File: src/rtl/uart_rx_frame.sv
// Parametrised UART receiver: 2-flop synchroniser, 3-sample mid-bit majority vote,
// false-start rejection, optional parity, 1/2 stop bits and a one-entry output buffer.
module uart_rx_frame #(
  parameter int CLOCK_PERIOD      = 10_000_000,
  parameter int BAUD_RATE         = 115_200,
  parameter int BAUD_PERIOD_COUNT = CLOCK_PERIOD / BAUD_RATE,
  parameter int DATA_BITS         = 8,
  parameter int PARITY_EN         = 0,
  parameter int PARITY_ODD        = 0,
  parameter int STOP_BITS         = 1
) (
  input  logic                 iCLK,
  input  logic                 iRESETn,
  input  logic                 iUART_RX,
  input  logic                 iRX_READY,
  output logic [DATA_BITS-1:0] oRX_DATA,
  output logic                 oRX_VALID,
  output logic                 oFRAME_ERR,
  output logic                 oPARITY_ERR,
  output logic                 oOVERRUN,
  output logic                 oRX_BUSY
);

  localparam int HALF = BAUD_PERIOD_COUNT / 2;
  localparam int CW   = $clog2(BAUD_PERIOD_COUNT);
  localparam logic [CW-1:0] LAST  = CW'(BAUD_PERIOD_COUNT - 1);
  localparam logic [CW-1:0] SMP0  = CW'(HALF - 1);
  localparam logic [CW-1:0] SMP1  = CW'(HALF);
  localparam logic [CW-1:0] DEC   = CW'(HALF + 1);
  localparam logic [3:0]    LASTD = 4'(DATA_BITS - 1);
  localparam logic          LASTS = 1'(STOP_BITS - 1);
  localparam logic          PODD  = (PARITY_ODD != 0);

  typedef enum logic [2:0] {ARM, IDLE, START, DATA, PARITY, STOP} state_t;

  state_t                 state, stateNext;
  logic                   rxMeta, rxs, rxsPrev;
  logic [CW-1:0]          bitCnt, armCnt;
  logic [3:0]             bitIdx;
  logic                   stopIdx;
  logic                   s0, s1;
  logic [DATA_BITS-1:0]   shiftReg;
  logic                   frameErr, parErr;
  logic                   maj, decide, wrap, complete, frameBad, handshake;

  always_ff @(posedge iCLK or negedge iRESETn) begin
    if (!iRESETn) begin
      rxMeta  <= 1'b1;
      rxs     <= 1'b1;
      rxsPrev <= 1'b1;
    end else begin
      rxMeta  <= iUART_RX;
      rxs     <= rxMeta;
      rxsPrev <= rxs;
    end
  end

  always_ff @(posedge iCLK or negedge iRESETn) begin
    if (!iRESETn) state <= ARM;
    else          state <= stateNext;
  end

  always_comb begin
    stateNext = state;
    complete  = 1'b0;
    maj       = (s0 & s1) | (s0 & rxs) | (s1 & rxs);
    decide    = (bitCnt == DEC);
    wrap      = (bitCnt == LAST);
    // Final stop bit's own sample is not yet in frameErr at its decision cycle.
    frameBad  = frameErr | ~maj;
    handshake = oRX_VALID & iRX_READY;
    case (state)
      ARM:    if (rxs && armCnt == LAST) stateNext = IDLE;
      IDLE:   if (rxsPrev && !rxs) stateNext = START;
      START: begin
        if (decide && maj) stateNext = IDLE;
        else if (wrap)     stateNext = DATA;
      end
      DATA:   if (wrap && bitIdx == LASTD) stateNext = (PARITY_EN != 0) ? PARITY : STOP;
      PARITY: if (wrap) stateNext = STOP;
      STOP: begin
        if (decide && stopIdx == LASTS) begin
          complete  = 1'b1;
          stateNext = frameBad ? ARM : IDLE;
        end
      end
      default: stateNext = ARM;
    endcase
  end

  always_ff @(posedge iCLK or negedge iRESETn) begin
    if (!iRESETn) begin
      armCnt   <= '0;
      bitCnt   <= '0;
      s0       <= 1'b0;
      s1       <= 1'b0;
      bitIdx   <= '0;
      stopIdx  <= 1'b0;
      shiftReg <= '0;
      frameErr <= 1'b0;
      parErr   <= 1'b0;
    end else begin
      if (state == ARM && rxs && armCnt != LAST) armCnt <= armCnt + 1'b1;
      else                                       armCnt <= '0;

      if (state == IDLE || stateNext == IDLE || stateNext == ARM || wrap) bitCnt <= '0;
      else                                                              bitCnt <= bitCnt + 1'b1;

      if (bitCnt == SMP0) s0 <= rxs;
      if (bitCnt == SMP1) s1 <= rxs;

      case (state)
        START: begin
          bitIdx   <= '0;
          stopIdx  <= 1'b0;
          frameErr <= 1'b0;
          parErr   <= 1'b0;
        end
        DATA: begin
          if (decide) shiftReg <= {maj, shiftReg[DATA_BITS-1:1]};
          if (wrap)   bitIdx   <= bitIdx + 1'b1;
        end
        PARITY: if (decide) parErr <= (((^shiftReg) ^ maj) != PODD);
        STOP: begin
          if (decide && !maj) frameErr <= 1'b1;
          if (wrap)           stopIdx  <= stopIdx + 1'b1;
        end
        default: ;
      endcase
    end
  end

  // A completion coinciding with a handshake reloads the buffer and is never an overrun.
  always_ff @(posedge iCLK or negedge iRESETn) begin
    if (!iRESETn) begin
      oRX_DATA    <= '0;
      oRX_VALID   <= 1'b0;
      oFRAME_ERR  <= 1'b0;
      oPARITY_ERR <= 1'b0;
      oOVERRUN    <= 1'b0;
    end else if (complete) begin
      if (!oRX_VALID || iRX_READY) begin
        oRX_DATA    <= shiftReg;
        oFRAME_ERR  <= frameBad;
        oPARITY_ERR <= parErr;
        oRX_VALID   <= 1'b1;
        if (handshake) oOVERRUN <= 1'b0;
      end else begin
        oOVERRUN <= 1'b1;
      end
    end else if (handshake) begin
      oRX_VALID   <= 1'b0;
      oFRAME_ERR  <= 1'b0;
      oPARITY_ERR <= 1'b0;
      oOVERRUN    <= 1'b0;
    end
  end

  assign oRX_BUSY = (state != ARM) && (state != IDLE);

endmodule

File: config.mk
export PLATFORM = sky130hd
export DESIGN_NAME = uart_rx_frame
export DESIGN_NICKNAME = d
export VERILOG_FILES = /design/src/rtl/uart_rx_frame.sv
export SDC_FILE = /design/constraint.sdc
export NUM_CORES = 1
export LEC_CHECK = 0
export ABC_AREA = 1
export CORE_MARGIN = 2
export CORE_UTILIZATION = 45
export DETAILED_ROUTE_END_ITERATION = 6
export PLACE_DENSITY = 0.66
export SETUP_SLACK_MARGIN = 0.1
export SLEW_MARGIN = 10
export SYNTH_ARGS = -nofsm -noshare
export SYNTH_HDL_FRONTEND = slang
export SYNTH_SLANG_ARGS = --single-unit
export TNS_END_PERCENT = 5
File: constraint.sdc
create_clock -name iCLK -period 1.5 [get_ports iCLK]
set_clock_uncertainty 0.1 [all_clocks]
set_input_delay 0.3 -clock iCLK [delete_from_list [all_inputs] [get_ports iCLK]]
set_output_delay 0.3 -clock iCLK [all_outputs]
set_load 0.01 [all_outputs]
# ---- Word level (Yosys, flattened, before mapping)
# Cells that the tools add are included.
dict set report word_totals {
  inputBits 4
  word_cells 113
  output_inout_bits 13
  ff_bits 49
}
dict set report op_classes {
  eq_ne 19
  muxes 31
  add_sub_neg 4
  n_bitwise 10
  reduce_logical 31
}
# cell count
set op_table {}
lappend op_table {{equality test 7 x 6 -> 1 bit (second input constant)} 3}
lappend op_table {{2-to-1 mux 3 bit} 7}
lappend op_table {{case mux 3 bit (6 select lines)} 1}
lappend op_table {{2-to-1 mux 1 bit} 16}
lappend op_table {{adder 7 x 1 -> 7 bit (second input constant)} 2}
lappend op_table {{equality test 7 bit (second input constant)} 2}
lappend op_table {{2-to-1 mux 7 bit} 2}
lappend op_table {{AND reduction 2 bit} 7}
lappend op_table {{logical AND 1 bit} 9}
lappend op_table {{!= test 2 bit (second input constant)} 4}
lappend op_table {{case mux 4 bit (2 select lines)} 1}
lappend op_table {{nonzero test 2 bit} 4}
lappend op_table {{XOR reduction 8 bit} 1}
lappend op_table {{!= test 7 bit (second input constant)} 1}
lappend op_table {{equality test 3 x 1 -> 1 bit (second input constant)} 2}
lappend op_table {{equality test 3 x 2 -> 1 bit (second input constant)} 2}
lappend op_table {{equality test 3 bit (second input constant)} 2}
lappend op_table {{logical NOT 3 bit} 2}
lappend op_table {{case mux 1 bit (2 select lines)} 3}
lappend op_table {{adder 4 x 1 -> 4 bit (second input constant)} 1}
lappend op_table {{AND 1 bit} 4}
lappend op_table {{equality test 4 x 3 -> 1 bit (second input constant)} 1}
lappend op_table {{logical OR 1 bit} 4}
lappend op_table {{2-to-1 mux 4 bit} 1}
lappend op_table {{other kinds (8)} 13}

# ---- Depth between registers and ports, before layout
dict set report logic_depth {
  word_depth 13
  mapped_depth 11
}

# ---- Worst setup path after synthesis
# OpenSTA, ideal clock, no wires.
dict set report synth_path {
  kind {reg-to-reg}
  startpoint {reg bitCnt[0]}
  endpoint {reg bitCnt[0]}
  synth_period_minus_slack_ns 1.607
  stages_incl_launch_ff 10
  required_time_ns 1.277
  setup_time_ns 0.123
  setup_slack_ns -0.107
  arrival_ns 1.385
  path_buffers 0
  cell_sequence {dfrtp_1 -> inv_1 -> ha_1 -> nand3_1 -> nor2_4 -> a21oi_1 -> nor2_1 -> nand2_1 -> nand2_1 -> nor2_1}
}
dict set report synth_via {
  elab_chain_cells 9
  word_cells_on_any_way 18
  cone_classes {1 x add/sub; 3 x eq/ne; 7 x mux; 7 x reduce/logical}
}
# element line_no
set synth_rtl {}
lappend synth_rtl {{start: declaration} 38} ;# logic [CW-1:0] bitCnt, armCnt;
lappend synth_rtl {{start signal: assignment} 107} ;# else bitCnt <= bitCnt + 1'b1;
lappend synth_rtl {{equality test 7 bit or equality test 7 x 6 -> 1 bit (tied branches)} {68, 67}}
lappend synth_rtl {{2-to-1 mux 3 bit, or another cell as far along} 77} ;# else if (wrap) stateNext = DATA;
lappend synth_rtl {{2-to-1 mux 3 bit, on equally long branches} {76, 79, 82}}
lappend synth_rtl {{case mux 3 bit (6 select lines)} 72} ;# case (state)
lappend synth_rtl {{equality test 3 x 1 -> 1 bit} 106} ;# if (state == IDLE || stateNext == IDLE || stateNext == ARM || wrap) bitCnt <= '0;
lappend synth_rtl {{logical OR 1 bit (3 in series)} 106}
lappend synth_rtl {{2-to-1 mux 7 bit *} 106}
# Mark *: on every way between the ends. The rest lies on a longest branch, timed or not.
# A chain may end at the register's enable or synchronous reset.

# ---- Worst setup path in the final report
dict set report layout_path {
  startpoint {reg bitCnt[1]}
  endpoint {reg bitCnt[0]}
}
dict set report layout_via {
  elab_chain_cells 9
  word_cells_on_any_way 17
  cone_classes {3 x eq/ne; 7 x mux; 7 x reduce/logical}
}
# element line_no
set layout_rtl {}
lappend layout_rtl {{equality test 7 bit or equality test 7 x 6 -> 1 bit (tied branches)} {68, 67}}
lappend layout_rtl {{2-to-1 mux 3 bit, or another cell as far along} 77}
lappend layout_rtl {{2-to-1 mux 3 bit, on equally long branches} {76, 79, 82}}
lappend layout_rtl {{case mux 3 bit (6 select lines)} 72}
lappend layout_rtl {{equality test 3 x 1 -> 1 bit} 106}
lappend layout_rtl {{logical OR 1 bit (2 in series)} 106}
lappend layout_rtl {{logical OR 1 bit *} 106}
lappend layout_rtl {{2-to-1 mux 7 bit *} 106}
# Marks and branches as above.

==> out/metrics.csv <==
stage;metric;value;unit
sta;max_freq;620;MHz
critical_path;cp_max_fo;7;
outcome;outcome;finished, violations left;
route;drtPass1Iterations;5;
critical_path;arrival;1.70;ns
synthesis;synth-seq-cells;49;
cts;clockBufferDepth;2;
die;fp.dieArea;0.00614;mm^2
cts;clockRootBuffer;clkbuf_8;
sta;tightest_slew;0.368;ns
critical_path;crit_required;1.59;ns
synthesis;synth_ff_type;dfrtp_1;
sta;slew_headroom;75.5;%
cells_and_area;n_antenna_cell;0;
global_route;grt_pass1_wl;9050;um
die;rows;27;
cts;cts.sinks;49;
cts;numCtsBuffers;5;
synthesis;yosysMostFrequentCell;nand2_1;
route;drt_first_iter_violations;136;
sta;worst_hold_slack;0.260;ns
route;drcViolationCount;0;
critical_path;end_kind;flop;
synthesis;synth.top_cell.area_share;46.3;%
cts;cts_tree;yes;
cells_and_area;final_nets;386;
placement;dpl.hpwl;3520;um
synthesis;async_flop_share;100;%
worst_hold_path;hp-class;reg -> reg;
cells_and_area;syn2layout_area_growth;33.0;%
sta;hold_violations;0;
synthesis;yosys.cell_types.count;31;
placement;io_buffer_count;16;
critical_path;crit_chain;inv_2, ha_4, nand3_4, nor2_4, a21oi_2, nor2_2, nand2_2, nand2_4, nor2_1;
placement;routabilityCongestion;0.838;
synthesis;yosysWarningCount;0;
global_route;grt_start_max_net_pins;50;
synthesis;yosysSeqAreaShare;49.5;%
synthesis;synth_nets;325;
die;ios;17;
die;start_util;46.0;%
route;routed_wirelength;5070;um
job;max_cap_violations;0;
global_route;grt_overflow;0;
global_route;grt_use_total;18.4;%
sta;setup_viol;28;
sta;rsz0062_at_grt;true;
power;ir_worst_vdd;524;uV
cells_and_area;drive_above_1_share;26.1;%
die;die_x;78.3;um
cts;clock_latency;0.30;ns
synthesis;synth_top_area_cell;dfrtp_1;
die;die_y;78.3;um
synthesis;netlist_area;0.00249;mm^2
synthesis;yosys-top-cells-area;dfrtp_1 46%, nand2_1 12%, inv_1 8.8%;
synthesis;netlist_top_cells_count;82 x nand2_1, 58 x inv_1, 46 x dfrtp_1, 30 x nor2_1, 21 x nand3_1;
route;final_antenna_net_count;0;
power;p_per_area;677;mW/mm^2
global_route;antenna_found_initial;0;
critical_path;critical_path_class;reg -> reg;
placement;pre_cts_ws;-0.179;ns
critical_path;critPathLaunchType;flop;
sta;layout_setup_ws;-0.113;ns
critical_path;max_stage_delay;0.40;ns
power;leakagePower;0.00158;uW
outcome;failed_checks;negative setup slack;
critical_path;cp_slowest_cell;dfrtp_1;
sta;min_period;1.61;ns
cts;htreeDepth;2;
die;coreArea;0.00541;mm^2
synthesis;syn_avg_cell_area;7.92;um^2
cts;clkSlewWorstSetupHoldPaths;0.08;ns
synthesis;netlist_instances;314;
critical_path;critical_path.top_delay_family;simple AND/OR/NAND/NOR gates;
route;drt-wirelength-per-cell;11.3;um
sta;slew_viol_final;0;
global_route;grt_pass1_vias;2115;
critical_path;critPathBufInv;1;
power;power;2240;uW
sta;finalCritPeriodShare;108;%
route;vias;2149;
synthesis;synth_edf_count;0;
route;via_per_inst;4.80;
## kinds of logic (layout without fill, tap and decap cells)
logic type | after synthesis | in the layout | synth area share (%)
and+or+nand+nor | 152 | 152 | 26.7
xor gates and xnor gates | 7 | 7 | 2.47
buffers and inverters | 62 | 124 | 9.66
adders and majority gates | 7 | 7 | 3.52
AOI/OAI and AO/OA | 36 | 36 | 7.75
muxes | 1 | 1 | 0.403
DFF | 49 | 49 | 49.5
## report_power, final
part           total [uW]  internal (uW)  switching [uW]
Sequential           1350           1340            9.97
Combinational        88.1           33.3            54.7
Clock                 806            375             431
## per-layer routing
layer | GRT usage (%) | routed length [um]
met2 | 30.8 | 2480
met5 | 0 | 0
met4 | 6.67 | 74
met3 | 3.79 | 188
met1 | 23.8 | 2330
## worst reg2reg max path, stage by stage (launching register included)
cell	delay (ns)
dfrtp_1	0.40
inv_2	0.11
ha_4	0.15
nand3_4	0.07
nor2_4	0.20
a21oi_2	0.10
nor2_2	0.16
nand2_2	0.08
nand2_4	0.10
nor2_1	0.06
## cell type report
cell class	count	area (um^2)
Sequential cell	49	1230
Timing Repair Buffer	56	468
Clock buffer	7	86.3
Tap cell	72	90.1
Clock inverter	1	7.51
Fill cell	464	2100
Multi-Input combinational cell	203	1200
Inverter	60	225
## through the flow
stage                     instances  util [%]  setup TNS, ns  instance area [um^2]
final                           448      61.2          -1.76                  3310
after global routing            448      61.2          -5.65                  3310
after CTS                       447      59.5          -1.92                  3210
after detailed placement        433      55.3          -4.26                  2990
after global placement          433      55.3          -3.21                  2990
after floorplan                 314         -         -0.126                  2500
## worst paths after layout
check	from	endpoint	slack (ns)	depth (start not counted)
hold reg to reg	rxMeta	rxs	0.26	0
max in group asynchronous	iRESETn	rxMeta	0.62	3
setup reg to reg	bitCnt[1]	bitCnt[0]	-0.11	9
hold / removal	rxMeta	rxs	0.26	0
setup / recovery	bitCnt[1]	bitCnt[0]	-0.11	9
min in group asynchronous	iRESETn	oRX_DATA[2]	0.41	3
## registers in the layout, indices dropped and copies added, names as in the netlist
| name | cells |
|---|---|
| oPARITY_ERR | 1 |
| s0 | 1 |
| oFRAME_ERR | 1 |
| bitIdx | 4 |
| stopIdx | 1 |
| frameErr | 1 |
| oOVERRUN | 1 |
| state | 3 |
| oRX_VALID | 1 |
| parErr | 1 |
| rxsPrev | 1 |
| shiftReg | 8 |
| oRX_DATA | 8 |
| rxs | 1 |
| s1 | 1 |
| bitCnt | 7 |
| armCnt | 7 |
| rxMeta | 1 |
## placed cells by master, fill, tap and decap left out, types with 2 or more instances in the layout
cell type,instances
nor3_1,6
nand2_2,6
dfrtp_2,3
nand3_2,4
nor2_1,21
nand3_4,2
buf_6,3
nor2_2,7
clkdlybuf4s15_1,8
a21oi_1,6
dfstp_2,3
a21oi_2,2
inv_1,53
nor2_4,4
xor2_1,5
nand3_1,16
xnor2_1,2
ha_1,4
clkdlybuf4s50_1,2
nand4_1,3
dfrtp_1,43
o21ai_0,9
buf_4,35
clkbuf_8,6
nand2_1,76
nor3_4,2
inv_2,7
o21ai_1,13
buf_2,2
dlygate4sd2_1,3
ha_4,2
## repair_timing
action                                  4_1_cts  5_1_grt
hold buffers                                  1        0
hold endpoints to repair                     46        0
endpoints found under the setup margin       56       56
setup buffers                                 5        1
pin swaps                                     7        5
resized for setup                            42       35
Note: power is estimated with default switching activity, not from simulation.
